`src/rtl/hw_info_scanner_if.sv`:
```
// Word-addressed register bus between the hardware-info scanner (initiator)
// and the board register block (responder).
interface hw_info_scanner_if;
  logic [4:1]  vme_addr_o;
  logic        vme_rd_mem_o;
  logic        vme_wr_mem_o;
  logic [15:0] vme_wr_data_o;
  logic [15:0] vme_rd_data_i;
  logic        vme_rd_done_i;
  logic        vme_wr_done_i;

  modport master (
    output vme_addr_o, vme_rd_mem_o, vme_wr_mem_o, vme_wr_data_o,
    input  vme_rd_data_i, vme_rd_done_i, vme_wr_done_i
  );

  modport slave (
    input  vme_addr_o, vme_rd_mem_o, vme_wr_mem_o, vme_wr_data_o,
    output vme_rd_data_i, vme_rd_done_i, vme_wr_done_i
  );
endinterface

```
`src/rtl/hw_info_scanner.sv`:
```
// Reads the board identification words over the register bus, checks the
// standard version and an echo register, and holds the decoded fields.
module hw_info_scanner #(
  parameter int unsigned TIMEOUT      = 255,
  parameter logic [7:0]  EXPECTED_STD = 8'h01,
  parameter logic [7:0]  ECHO_PATTERN = 8'hA5,
  parameter bit          AUTO_START   = 1'b1
) (
  input  logic               clk,
  input  logic               rst_n,
  input  logic               start_i,
  hw_info_scanner_if.master  vme,
  output logic [31:0]        std_version_o,
  output logic [63:0]        serial_number_o,
  output logic [23:0]        fw_version_o,
  output logic [23:0]        mm_version_o,
  output logic               busy_o,
  output logic               done_o,
  output logic               valid_o,
  output logic [1:0]         err_code_o
);

  typedef enum logic [2:0] {S_IDLE, S_ISSUE, S_WAIT, S_CHECK, S_FINISH} state_t;

  localparam int            CW        = $clog2(TIMEOUT + 1);
  // cnt_r lags the elapsed-cycle count by one, so the last WAIT cycle sees TIMEOUT-2
  localparam logic [CW-1:0] TO_LIMIT  = CW'(TIMEOUT - 2);
  localparam logic [3:0]    IDX_WRITE = 4'd10;
  localparam logic [3:0]    IDX_LAST  = 4'd11;

  state_t          state_r;
  state_t          next_state_s;
  logic [3:0]      idx_r;
  logic [CW-1:0]   cnt_r;
  logic [15:0]     word_r [0:9];
  logic [7:0]      echo_r;
  logic            valid_r;
  logic [1:0]      err_r;
  logic            auto_r;
  logic            start_s;
  logic            is_write_s;
  logic            accept_s;
  logic            std_bad_s;
  logic            timeout_s;
  logic            unused_hi_s;

  assign start_s    = start_i | auto_r;
  assign is_write_s = (idx_r == IDX_WRITE);
  assign accept_s   = (state_r == S_WAIT) &&
                      (is_write_s ? vme.vme_wr_done_i : vme.vme_rd_done_i);
  assign std_bad_s  = (idx_r == 4'd0) && (vme.vme_rd_data_i[7:0] != EXPECTED_STD);
  assign timeout_s  = (cnt_r == TO_LIMIT);

  // State register
  always_ff @(posedge clk) begin
    if (!rst_n) begin
      state_r <= S_IDLE;
    end else begin
      state_r <= next_state_s;
    end
  end

  // Next-state logic
  always_comb begin
    next_state_s = state_r;
    case (state_r)
      S_IDLE: begin
        if (start_s) next_state_s = S_ISSUE;
        else         next_state_s = S_IDLE;
      end
      S_ISSUE: next_state_s = S_WAIT;
      S_WAIT: begin
        if (accept_s) begin
          if (std_bad_s)              next_state_s = S_FINISH;
          else if (idx_r == IDX_LAST) next_state_s = S_CHECK;
          else                        next_state_s = S_ISSUE;
        end else if (timeout_s) begin
          next_state_s = S_FINISH;
        end else begin
          next_state_s = S_WAIT;
        end
      end
      S_CHECK:  next_state_s = S_FINISH;
      S_FINISH: next_state_s = S_IDLE;
      default:  next_state_s = S_IDLE;
    endcase
  end

  // Output decode from the registered state
  always_comb begin
    vme.vme_rd_mem_o = 1'b0;
    vme.vme_wr_mem_o = 1'b0;
    busy_o           = 1'b0;
    done_o           = 1'b0;
    case (state_r)
      S_IDLE: busy_o = 1'b0;
      S_ISSUE: begin
        busy_o = 1'b1;
        if (is_write_s) vme.vme_wr_mem_o = 1'b1;
        else            vme.vme_rd_mem_o = 1'b1;
      end
      S_WAIT, S_CHECK: busy_o = 1'b1;
      S_FINISH: begin
        busy_o = 1'b1;
        done_o = 1'b1;
      end
      default: busy_o = 1'b0;
    endcase
  end

  // Address and write data follow the transaction index, which only moves on an accepted done
  assign vme.vme_addr_o    = (idx_r >= IDX_WRITE) ? 4'hB : idx_r;
  assign vme.vme_wr_data_o = is_write_s ? {8'h00, ECHO_PATTERN} : 16'h0000;

  // Transaction index, timeout counter, captured words and status
  always_ff @(posedge clk) begin
    if (!rst_n) begin
      auto_r  <= AUTO_START;
      idx_r   <= 4'd0;
      cnt_r   <= '0;
      echo_r  <= 8'h00;
      valid_r <= 1'b0;
      err_r   <= 2'b00;
      for (int i = 0; i < 10; i++) word_r[i] <= 16'h0000;
    end else begin
      auto_r <= 1'b0;
      case (state_r)
        S_IDLE: begin
          if (start_s) begin
            idx_r   <= 4'd0;
            valid_r <= 1'b0;
            err_r   <= 2'b00;
          end
        end
        S_ISSUE: cnt_r <= '0;
        S_WAIT: begin
          cnt_r <= cnt_r + 1'b1;
          if (accept_s) begin
            if (idx_r < IDX_WRITE)      word_r[idx_r] <= vme.vme_rd_data_i;
            else if (idx_r == IDX_LAST) echo_r <= vme.vme_rd_data_i[7:0];
            if (std_bad_s)              err_r <= 2'b10;
            else if (idx_r != IDX_LAST) idx_r <= idx_r + 4'd1;
          end else if (timeout_s) begin
            err_r <= 2'b01;
          end
        end
        S_CHECK:  err_r   <= (echo_r != ECHO_PATTERN) ? 2'b11 : 2'b00;
        S_FINISH: valid_r <= (err_r == 2'b00);
        default:  idx_r   <= idx_r;
      endcase
    end
  end

  assign std_version_o   = {word_r[0], word_r[1]};
  assign serial_number_o = {word_r[2], word_r[3], word_r[4], word_r[5]};
  assign fw_version_o    = {word_r[6][7:0], word_r[7]};
  assign mm_version_o    = {word_r[8][7:0], word_r[9]};
  assign valid_o         = valid_r;
  assign err_code_o      = err_r;
  assign unused_hi_s     = ^{word_r[6][15:8], word_r[8][15:8]};

endmodule

```
`src/flat_wrapper.sv`:
```
// flat-port wrapper written by rule: the top's interface ports become plain ports
module hw_info_scanner_flat 
#(
  parameter int unsigned TIMEOUT      = 255,
  parameter logic [7:0]  EXPECTED_STD = 8'h01,
  parameter logic [7:0]  ECHO_PATTERN = 8'hA5,
  parameter bit          AUTO_START   = 1'b1
)
  (clk, rst_n, start_i, std_version_o, serial_number_o, fw_version_o, mm_version_o, busy_o, done_o, valid_o, err_code_o, vme_vme_addr_o, vme_vme_rd_mem_o, vme_vme_wr_mem_o, vme_vme_wr_data_o, vme_vme_rd_data_i, vme_vme_rd_done_i, vme_vme_wr_done_i);
  hw_info_scanner_if vme_i ();
  input  logic clk;
  input  logic rst_n;
  input  logic start_i;
  output logic [31:0] std_version_o;
  output logic [63:0] serial_number_o;
  output logic [23:0] fw_version_o;
  output logic [23:0] mm_version_o;
  output logic busy_o;
  output logic done_o;
  output logic valid_o;
  output logic [1:0] err_code_o;
  output wire logic [$bits(vme_i.vme_addr_o)-1:0] vme_vme_addr_o;
  output wire logic [$bits(vme_i.vme_rd_mem_o)-1:0] vme_vme_rd_mem_o;
  output wire logic [$bits(vme_i.vme_wr_mem_o)-1:0] vme_vme_wr_mem_o;
  output wire logic [$bits(vme_i.vme_wr_data_o)-1:0] vme_vme_wr_data_o;
  input wire logic [$bits(vme_i.vme_rd_data_i)-1:0] vme_vme_rd_data_i;
  input wire logic [$bits(vme_i.vme_rd_done_i)-1:0] vme_vme_rd_done_i;
  input wire logic [$bits(vme_i.vme_wr_done_i)-1:0] vme_vme_wr_done_i;
  assign vme_vme_addr_o = vme_i.vme_addr_o;
  assign vme_vme_rd_mem_o = vme_i.vme_rd_mem_o;
  assign vme_vme_wr_mem_o = vme_i.vme_wr_mem_o;
  assign vme_vme_wr_data_o = vme_i.vme_wr_data_o;
  assign vme_i.vme_rd_data_i = vme_vme_rd_data_i;
  assign vme_i.vme_rd_done_i = vme_vme_rd_done_i;
  assign vme_i.vme_wr_done_i = vme_vme_wr_done_i;
  hw_info_scanner #(.TIMEOUT(TIMEOUT), .EXPECTED_STD(EXPECTED_STD), .ECHO_PATTERN(ECHO_PATTERN), .AUTO_START(AUTO_START)) u_core (.clk(clk), .rst_n(rst_n), .start_i(start_i), .vme(vme_i), .std_version_o(std_version_o), .serial_number_o(serial_number_o), .fw_version_o(fw_version_o), .mm_version_o(mm_version_o), .busy_o(busy_o), .done_o(done_o), .valid_o(valid_o), .err_code_o(err_code_o));
endmodule
```
`config.mk`:
```
export PLATFORM = sky130hd
export DESIGN_NAME = hw_info_scanner_flat
export DESIGN_NICKNAME = d
export VERILOG_FILES = /design/src/rtl/hw_info_scanner_if.sv /design/src/rtl/hw_info_scanner.sv /design/src/flat_wrapper.sv
export SDC_FILE = /design/constraint.sdc
export NUM_CORES = 1
export LEC_CHECK = 0
export CAP_MARGIN = 20
export CORE_MARGIN = 5
export CORE_UTILIZATION = 44
export CTS_CLUSTER_SIZE = 28
export DETAILED_ROUTE_END_ITERATION = 8
export PLACE_DENSITY = 0.77
export SLEW_MARGIN = 20
export SYNTH_ARGS = -nofsm -noshare
export SYNTH_HDL_FRONTEND = slang
export SYNTH_SLANG_ARGS = --single-unit
```
`constraint.sdc`:
```
create_clock -name clk -period 3.5 [get_ports clk]
set_input_delay 0.875 -clock clk [delete_from_list [all_inputs] [get_ports clk]]
set_output_delay 0.875 -clock clk [all_outputs]
set_load 0.02 [all_outputs]
```
# Yosys cells after proc, flatten, opt, wreduce, memory -nomap -nowiden
# Memories as Yosys holds them, arrays and structs flattened.
# Index checks and enable logic that the tools add are counted.
[totals]
word_cells = 83
n_memories = 1
reg_bits = 27
latch_bits = 0
output_inout_bits = 171
mem_bits_ro = 0
inputBits = 21
mem_bits_rw = 160
[op_classes]
addsub = 2
mux = 38
div = 0
eq_ne = 16
n_lt_le_gt_ge = 2
n_shift = 0
n_reduce_logical = 15
bitwise_logic = 2
mul = 0
[memory_table]
columns = ["memory", "words", "word_bits", "read_ports", "rd_ports_with_merged_regs", "write_ports", "line_no", "rtl"]
rows = [
  ["u_core.word_r", 10, 16, 10, 0, 10, "hw_info_scanner.sv:35", "logic [15:0] word_r [0:9];"],
]
[ops]
columns = ["op", "count"]
rows = [
  ["4-bit 2-to-1 mux", 6],
  ["1-bit 2-to-1 mux", 16],
  ["16-bit 2-to-1 mux", 1],
  ["8-bit case mux with 2 select lines", 1],
  ["16-bit OR reduction", 1],
  ["2-bit 2-to-1 mux", 6],
  ["3-bit case mux with 4 select lines", 1],
  ["3-bit 2-to-1 mux", 3],
  ["8-bit by 1-bit adder with 8-bit output, second input constant", 1],
  ["4-bit equality test, second input constant", 2],
  ["8-bit equality test, second input constant", 1],
  ["8-bit 2-to-1 mux", 1],
  ["8-bit by 1-bit inequality test with 1-bit output, second input constant", 1],
  ["8-bit inequality test, second input constant", 1],
  ["4-bit case mux with 2 select lines", 1],
  ["4-bit AND reduction", 2],
  ["3-bit by 2-bit equality test with 1-bit output, second input constant", 2],
  ["2-bit case mux with 3 select lines", 1],
  ["2-bit nonzero test", 3],
  ["5-bit AND reduction", 1],
  ["4-bit by 1-bit adder with 4-bit output, second input constant", 1],
  ["4-bit >= comparator, second input constant", 1],
  ["4-bit logical NOT", 1],
  ["4-bit < comparator, second input constant", 1],
  ["16 further kinds", 19],
]

# Depth between registers and ports, before layout
# Gate-level depths: netlist (run 1).
[depth]
depth_word = 9
mapped_depth = 8

# Least setup slack after synthesis (run 1)
# OpenSTA, ideal clock, no wires.
[synth_path]
path_type = "input-to-reg"
startpoint = "in rst_n"
endpoint = "mem u_core.word_r[3][0] (enable)"
setup_time_ns = 0.411
setup_slack_ns = 0.221
cell_stages = 5
arrival_time_ns = 2.868
path_cell_list = "buf_2 > nand2b_1 > nor4_2 > nand2_1 > o21ai_0"
[synth_lines]
columns = ["item", "line_no", "rtl"]
rows = [
  ["start: declaration", "flat_wrapper.sv:12", "input logic rst_n;"],
  ["end: declaration", "hw_info_scanner.sv:35", ""],
]

# Worst setup path in the final report (run 1)
[layout_path]
startpoint = "reg u_core.idx_r[0]"
endpoint = "out vme_vme_wr_mem_o"
[layout_between]
elab_chain_cells = 3
[layout_rtl]
columns = ["item", "line_no", "rtl"]
rows = [
  ["start: declaration", "hw_info_scanner.sv:33", "logic [3:0] idx_r;"],
  ["start signal: assignment", "hw_info_scanner.sv:142", "else if (idx_r != IDX_LAST) idx_r <= idx_r + 4'd1;"],
  ["start signal: assignment", "hw_info_scanner.sv:149", "default: idx_r <= idx_r;"],
  ["4-bit equality test", "hw_info_scanner.sv:48", "assign is_write_s = (idx_r == IDX_WRITE);"],
  ["1-bit 2-to-1 mux", "hw_info_scanner.sv:99", "if (is_write_s) vme.vme_wr_mem_o = 1'b1;"],
  ["1-bit 2-to-1 mux", "hw_info_scanner.sv:95", "case (state_r)"],
  ["end: declaration", "flat_wrapper.sv:24", "output wire logic [$bits(vme_i.vme_wr_mem_o)-1:0] vme_vme_wr_mem_o;"],
]
# Every way passes these cells.

==> results.sh, run 1 <==
export IMPL_grt_overflow=0
export IMPL_drive_gt1_share_pct=10.2
export IMPL_syn_area_um2=7060
export IMPL_fin_nets=735
export IMPL_p_leak_nw=3.61
export IMPL_status="finished clean"
export IMPL_layout_common_cells="179 x clkdlybuf4s50_1, 144 x and2_1, 144 x edfxtp_1"
export IMPL_synth_ff_type="edfxtp_1"
export IMPL_cts_max_level=4
export IMPL_grt_max_degree=19
export IMPL_globalplace_congestion=0.903
export IMPL_final_area_um2=9740
export IMPL_num_rows=46
export IMPL_start_util_pct=44.6
export IMPL_die_x_um=137
export IMPL_cp_start_kind="register"
export IMPL_multi_input_area_um2=1960
export IMPL_fillers=1171
export IMPL_grt_pass1_vias=4675
export IMPL_critPathTopFamily="buffers and inverters"
export IMPL_p_per_area_nw_per_um2=494
export IMPL_worstPathMaxFanout=8
export IMPL_setup_violations=0
export IMPL_hold_ws_ns=0.494
export IMPL_arrival_ns=2.50
export IMPL_ioPinCount=192
export IMPL_drc=0
export IMPL_dp_hpwl_um=13100
export IMPL_maxSlewViolCount=0
export IMPL_cts_clk_slew_worst_paths_ns=0.07
export IMPL_cp_required_ns=2.62
export IMPL_cts_root_buffer_cell="clkbuf_16"
export IMPL_cts_buffer_depth=2
export IMPL_cts_tree="done"
export IMPL_final_common_cell="clkdlybuf4s50_1"
export IMPL_relSlewSlack_pct=40.7
export IMPL_post_route_period_util_pct=96.3
export IMPL_cpPeakStageDelay_ns=0.61
export IMPL_cts_resized=0
export IMPL_rsz0062_at_grt="no"
export IMPL_dpl_instance_area_um2=9090
export IMPL_ys_types=56
export IMPL_fin_crit_ns=3.37
export IMPL_firstDrtPassIters=5
export IMPL_dieHeight_um=137
export IMPL_ys_ff_latch=171
export IMPL_crit_top_cell="inv_1"
export IMPL_final_setup_skew_ns=0.00711
export IMPL_ys_seq_area_share_pct=68.9
export IMPL_setup_slack_ns=0.129
export IMPL_syn_avg_cell_area_um2=13.5
export IMPL_die_area_um2=18700
export IMPL_syn_to_final_growth_pct=38.0
export IMPL_regArea_um2=4860
export IMPL_grt_antenna_before_repair=0
export IMPL_yosys_warnings=0
export IMPL_critPathBufInv=3
export IMPL_design_core_area_um2=15800
export IMPL_fmaxAchievable_mhz=297
export IMPL_antenna_cells=0
export IMPL_synth_edf_count=144
export IMPL_ctsHoldBuffers=0
export IMPL_critPathKind="register to output port"
export IMPL_maxCapViolCount=0
export IMPL_cp_cell_sequence="inv_1, ha_1, and3b_1, inv_1, nor2_1, clkdlybuf4s50_1"
export IMPL_tightest_slew_ns=0.889
export IMPL_ant_nets=0
export IMPL_post_drt_via_cell_ratio=5.00
export IMPL_first_iter_violations=377
export IMPL_wirelength_um=18300
export IMPL_avgRoutedWirePerCell_um=19.5
export IMPL_crit_slowest_cell="clkdlybuf4s50_1"
export IMPL_end_kind="output port"
export IMPL_finalSetupTns_ns=0
export IMPL_final_hold_violation_count=0
export IMPL_cts_buffers=17
export IMPL_pre_cts_ws_ns=0.443
export IMPL_clkLatencyLatePin_ns=0.43
export IMPL_portBuffers=179
export IMPL_syn_inst=522
export IMPL_grt_pass1_wl_um=27200
export IMPL_async_reset_ff_share_pct=0
export IMPL_vias=4693
export IMPL_clock_sinks=171
export IMPL_vdd_drop_max_uv=295
export IMPL_hold_class="register to register"
export IMPL_grtUsageTotal_pct=19.7
export IMPL_post_cts_buffers=0
## worst min-delay path: cells and delay by family (launching register included)
| kind | cells | cell delay [ns] |
|---|---|---|
| flops | 1 | 0.32 |
| mux | 1 | 0.06 |
| simple gates | 1 | 0.07 |
## kinds of logic after synthesis
logic type	Yosys count	share of synthesized area (%)
buffers and inverters	53	4.02
AND/OR/NAND/NOR	235	19.6
XOR/XNOR	1	0.124
adder cells (fa/ha/maj)	5	0.886
flip-flops	171	68.9
AO/OA/AOI/OAI	44	4.50
multiplexers	12	1.93
other	1	0.0531
## per-stage QoR
step / std cells / util [%] / power, mW
after floorplan: 533 / - / 2.56
after global placement: 906 / 57.4 / 2.78
after detailed placement: 906 / 57.4 / 2.80
after CTS: 938 / 61.6 / 4.84
after global routing: 938 / 61.6 / 4.96
final: 938 / 61.6 / 4.81
## state kept, by name, summed over array words and instances, names as in the netlist
| register | flops |
|---|---|
| u_core.word_r | 144 |
| u_core.idx_r | 4 |
| u_core.echo_r | 8 |
| u_core.valid_o | 1 |
| u_core.cnt_r | 8 |
| u_core.state_r | 3 |
| u_core.auto_r | 1 |
| u_core.err_code_o | 2 |
## final timing paths
check	to	cells after the start	startpoint	slack (ns)
min	u_core.echo_r[2]	2	u_core.echo_r[2]	0.49
max	vme_vme_wr_mem_o	6	u_core.idx_r[0]	0.13
min reg2reg	u_core.echo_r[2]	2	u_core.echo_r[2]	0.49
max reg2reg	u_core.word_r[9][14]	6	u_core.idx_r[0]	0.72
## where the power goes
| group | internal, mW | switching (mW) |
|---|---|---|
| logic | 0.182 | 0.262 |
| registers | 2.27 | 0.0369 |
| clock network | 1.23 | 0.835 |
## cells in the mapped netlist, types with 2 or more instances
master	instances	area [µm²]
and2_1	144	901
edfxtp_1	144	4320
nor2_1	29	109
dfxtp_1	27	541
nand2_1	21	78.8
buf_4	17	128
clkbuf_1	15	56.3
a21oi_1	12	60.1
buf_2	11	55.1
o21ai_0	11	55.1
inv_1	9	33.8
mux2i_1	8	80.1
nor2_2	7	43.8
nand3_1	6	30.0
ha_1	5	62.6
nand2b_1	3	18.8
or3_1	3	18.8
and3_1	2	12.5
and3b_1	2	17.5
mux2_2	2	22.5
nand4_1	2	12.5
nor3_1	2	10.0
nor3b_1	2	15.0
nor4_2	2	25.0
nor4bb_1	2	20.0
o221a_1	2	22.5
o22ai_1	2	12.5
o31ai_1	2	15.0
## routing by layer
| layer | routed length, µm | track usage (%) | vias to the layer above |
|---|---|---|---|
| met5 | 0 | 0 | - |
| met4 | 199 | 5.43 | 0 |
| met3 | 1450 | 5.11 | 23 |
| met2 | 9370 | 34.5 | 213 |
| met1 | 7310 | 24.1 | 2287 |
| li1 | - | - | 2170 |
## final cells by class
type	instances	share of cell area (%)
inverter	9	0.347
clock buffer	17	4.37
tap	216	2.77
multi-input combinational	309	20.1
sequential	171	49.9
clock inverter	15	2.38
timing repair buffer	201	20.1
Power figures use the tool's default switching activity.
==> inputs of run 2 (changes only) <==
- CELL_PAD_IN_SITES_DETAIL_PLACEMENT: not set -> 1
- CELL_PAD_IN_SITES_GLOBAL_PLACEMENT: not set -> 2
- CORE_UTILIZATION: 44 -> 29
- GPL_TIMING_DRIVEN: not set -> 0
- PLACE_DENSITY: 0.77 -> not set
- PLACE_DENSITY_LB_ADDON: not set -> 0.1
- SETUP_SLACK_MARGIN: not set -> 0.02
==> run 2 against run 1 <==
Net effect: via count down 0.38%; total power down 2.0%; sequential share of layout area down 1.5 points; utilization down 20 points; register-to-register slack worse by 0.12 ns; non-clock buffer count up 29; first-iteration DRC count down 54%; maximum frequency up 2.7%; largest power group unchanged; highest routed layer unchanged.
==> results.sh, run 2 (same netlist as run 1, synthesis figures left out) <==
export IMPL_final_common_cell="clkdlybuf4s50_1"
export IMPL_wirelength_um=20100
export IMPL_final_hold_violation_count=0
export IMPL_design_core_area_um2=24200
export IMPL_worstPathMaxFanout=8
export IMPL_pre_cts_ws_ns=-0.0477
export IMPL_end_kind="output port"
export IMPL_critPathKind="register to output port"
export IMPL_grt_overflow=0
export IMPL_setup_slack_ns=0.217
export IMPL_p_per_area_nw_per_um2=469
export IMPL_grt_pass1_vias=5062
export IMPL_cts_buffer_depth=2
export IMPL_regMostFlops="u_core.word_r"
export IMPL_fin_nets=764
export IMPL_top_regs="u_core.word_r (144), u_core.cnt_r (8), u_core.echo_r (8)"
export IMPL_ioPinCount=192
export IMPL_globalplace_congestion=0.771
export IMPL_largest_reg_flops=144
export IMPL_cpPeakStageDelay_ns=0.61
export IMPL_final_setup_skew_ns=0.0130
export IMPL_die_area_um2=27600
export IMPL_post_route_period_util_pct=93.8
export IMPL_vias=4675
export IMPL_num_rows=57
export IMPL_clock_sinks=171
export IMPL_critPathTopFamily="buffers and inverters"
export IMPL_cp_start_kind="register"
export IMPL_relSlewSlack_pct=45.5
export IMPL_dp_hpwl_um=15300
export IMPL_cts_max_level=4
export IMPL_r2r_cells=7
export IMPL_dieHeight_um=166
export IMPL_rsz0062_at_grt="no"
export IMPL_dp_cells=1043
export IMPL_syn_to_final_growth_pct=42.3
export IMPL_r2r_start="u_core.idx_r[0]"
export IMPL_arrival_ns=2.41
export IMPL_maxSlewViolCount=0
export IMPL_first_iter_violations=175
export IMPL_hold_class="register to register"
export IMPL_setup_violations=0
export IMPL_maxCapViolCount=0
export IMPL_grt_antenna_before_repair=0
export IMPL_die_x_um=166
export IMPL_fmaxAchievable_mhz=305
export IMPL_portBuffers=178
export IMPL_clkLatencyLatePin_ns=0.42
export IMPL_cts_tree="done"
export IMPL_reg2reg_slack_ns=0.60
export IMPL_worstSetupStartpoint="u_core.idx_r[0]"
export IMPL_fin_crit_ns=3.28
export IMPL_cts_buffers=17
export IMPL_grtUsageTotal_pct=14.6
export IMPL_layout_common_cells="178 x clkdlybuf4s50_1, 144 x and2_1, 144 x edfxtp_1"
export IMPL_grt_max_degree=18
export IMPL_cp_cell_sequence="inv_1, ha_1, and3b_1, buf_6, nor2_1, clkdlybuf4s50_1"
export IMPL_p_leak_nw=3.71
export IMPL_drive_gt1_share_pct=12.8
export IMPL_crit_end="vme_vme_rd_mem_o"
export IMPL_critPathBufInv=3
export IMPL_cts_clk_slew_worst_paths_ns=0.07
export IMPL_ant_nets=0
export IMPL_cts_root_buffer_cell="clkbuf_16"
export IMPL_start_util_pct=29.2
export IMPL_firstDrtPassIters=4
export IMPL_crit_slowest_cell="clkdlybuf4s50_1"
export IMPL_post_drt_via_cell_ratio=4.34
export IMPL_status="finished clean"
export IMPL_r2r_end="u_core.word_r[8][3]"
export IMPL_avgRoutedWirePerCell_um=18.7
export IMPL_cp_required_ns=2.62
export IMPL_grt_pass1_wl_um=30900
export IMPL_drc=0
export IMPL_ctsHoldBuffers=0
export IMPL_fillers=2519
export IMPL_tightest_slew_ns=0.812
export IMPL_path_depth=6
export IMPL_finalNonFillerCells=1076
export IMPL_vdd_drop_max_uv=285
-- run 2: cell types whose count changed in the layout (fill, tap and decap cells not counted), moves of 5 or more --
cell / change
o21ai_2: +6
o21ai_1: -5
buf_6: +8
clkbuf_1: +16
buf_2: +11
buf_4: -5
-- run 2: repair_timing --
item | CTS | global route
setup endpoints to repair | 0 | 1
gates resized for setup | 0 | 1
hold endpoints to repair | 0 | 0
setup buffers | 0 | 0
-- run 2: power breakdown --
group	internal, mW	total (mW)	switching [mW]
clock network	1.09	1.95	0.862
logic	0.191	0.471	0.280
registers	2.27	2.30	0.0273
total	3.55	4.72	1.17
-- run 2: per-layer routing --
layer,GRT usage (%),wire length [µm]
met1,18.2,8630
met5,0,0
met2,25.2,10000
met4,4.77,370
met3,3.52,1030
-- run 2: worst min-delay path by stage --
stage | startpoint | to | slack (ns) | depth (start not counted)
CTS | u_core.echo_r[7] | u_core.echo_r[7] | 0.51 | 2
global route | u_core.echo_r[7] | u_core.echo_r[7] | 0.54 | 2
detailed placement | u_core.echo_r[7] | u_core.echo_r[7] | 0.49 | 2
finish | u_core.echo_r[7] | u_core.echo_r[7] | 0.50 | 2
floorplan | u_core.echo_r[0] | u_core.echo_r[0] | 0.45 | 2
global placement | u_core.echo_r[0] | u_core.echo_r[0] | 0.47 | 2
-- run 2: cell type report --
| class | count | area, µm² | share of cell area [%] |
|---|---|---|---|
| multi-input cells | 309 | 2000 | 19.9 |
| clock inverters | 14 | 185 | 1.84 |
| well taps | 324 | 405 | 4.03 |
| flip-flops and latches | 171 | 4860 | 48.4 |
| clock buffers | 18 | 429 | 4.27 |
| inverters | 9 | 33.8 | 0.336 |
| diodes | 1 | 2.50 | 0.0249 |
| plain buffers | 44 | 250 | 2.49 |
| repair buffers | 186 | 1880 | 18.7 |
-- run 2: stage by stage --
step | util (%) | instance area, µm² | hold slack, ns | TNS [ns] | power, mW
after floorplan | - | 7100 | 0.451 | 0 | 2.56
after global placement | 38.4 | 9290 | 0.469 | -113.06 | 2.81
after detailed placement | 39.0 | 9430 | 0.488 | -0.380 | 2.82
after CTS | 41.5 | 10000 | 0.505 | 0 | 4.78
after global routing | 41.5 | 10000 | 0.536 | 0 | 4.89
final | 41.6 | 10000 | 0.504 | 0 | 4.72
-- run 2: worst reg2reg max path, cell delays in order (launching register included) --
cell and delay, ns:
dfxtp_1 0.47, inv_1 0.21, ha_1 0.27, and3b_1 0.18
buf_6 0.14, mux2_2 0.28, nand3_1 0.24, o31ai_2 0.74
==> inputs of run 3 (changes only) <==
- SKIP_CTS_REPAIR_TIMING: not set -> 1
==> results of run 3 <==
Same layout as run 2: the final DEF is identical, and so are final timing and power.
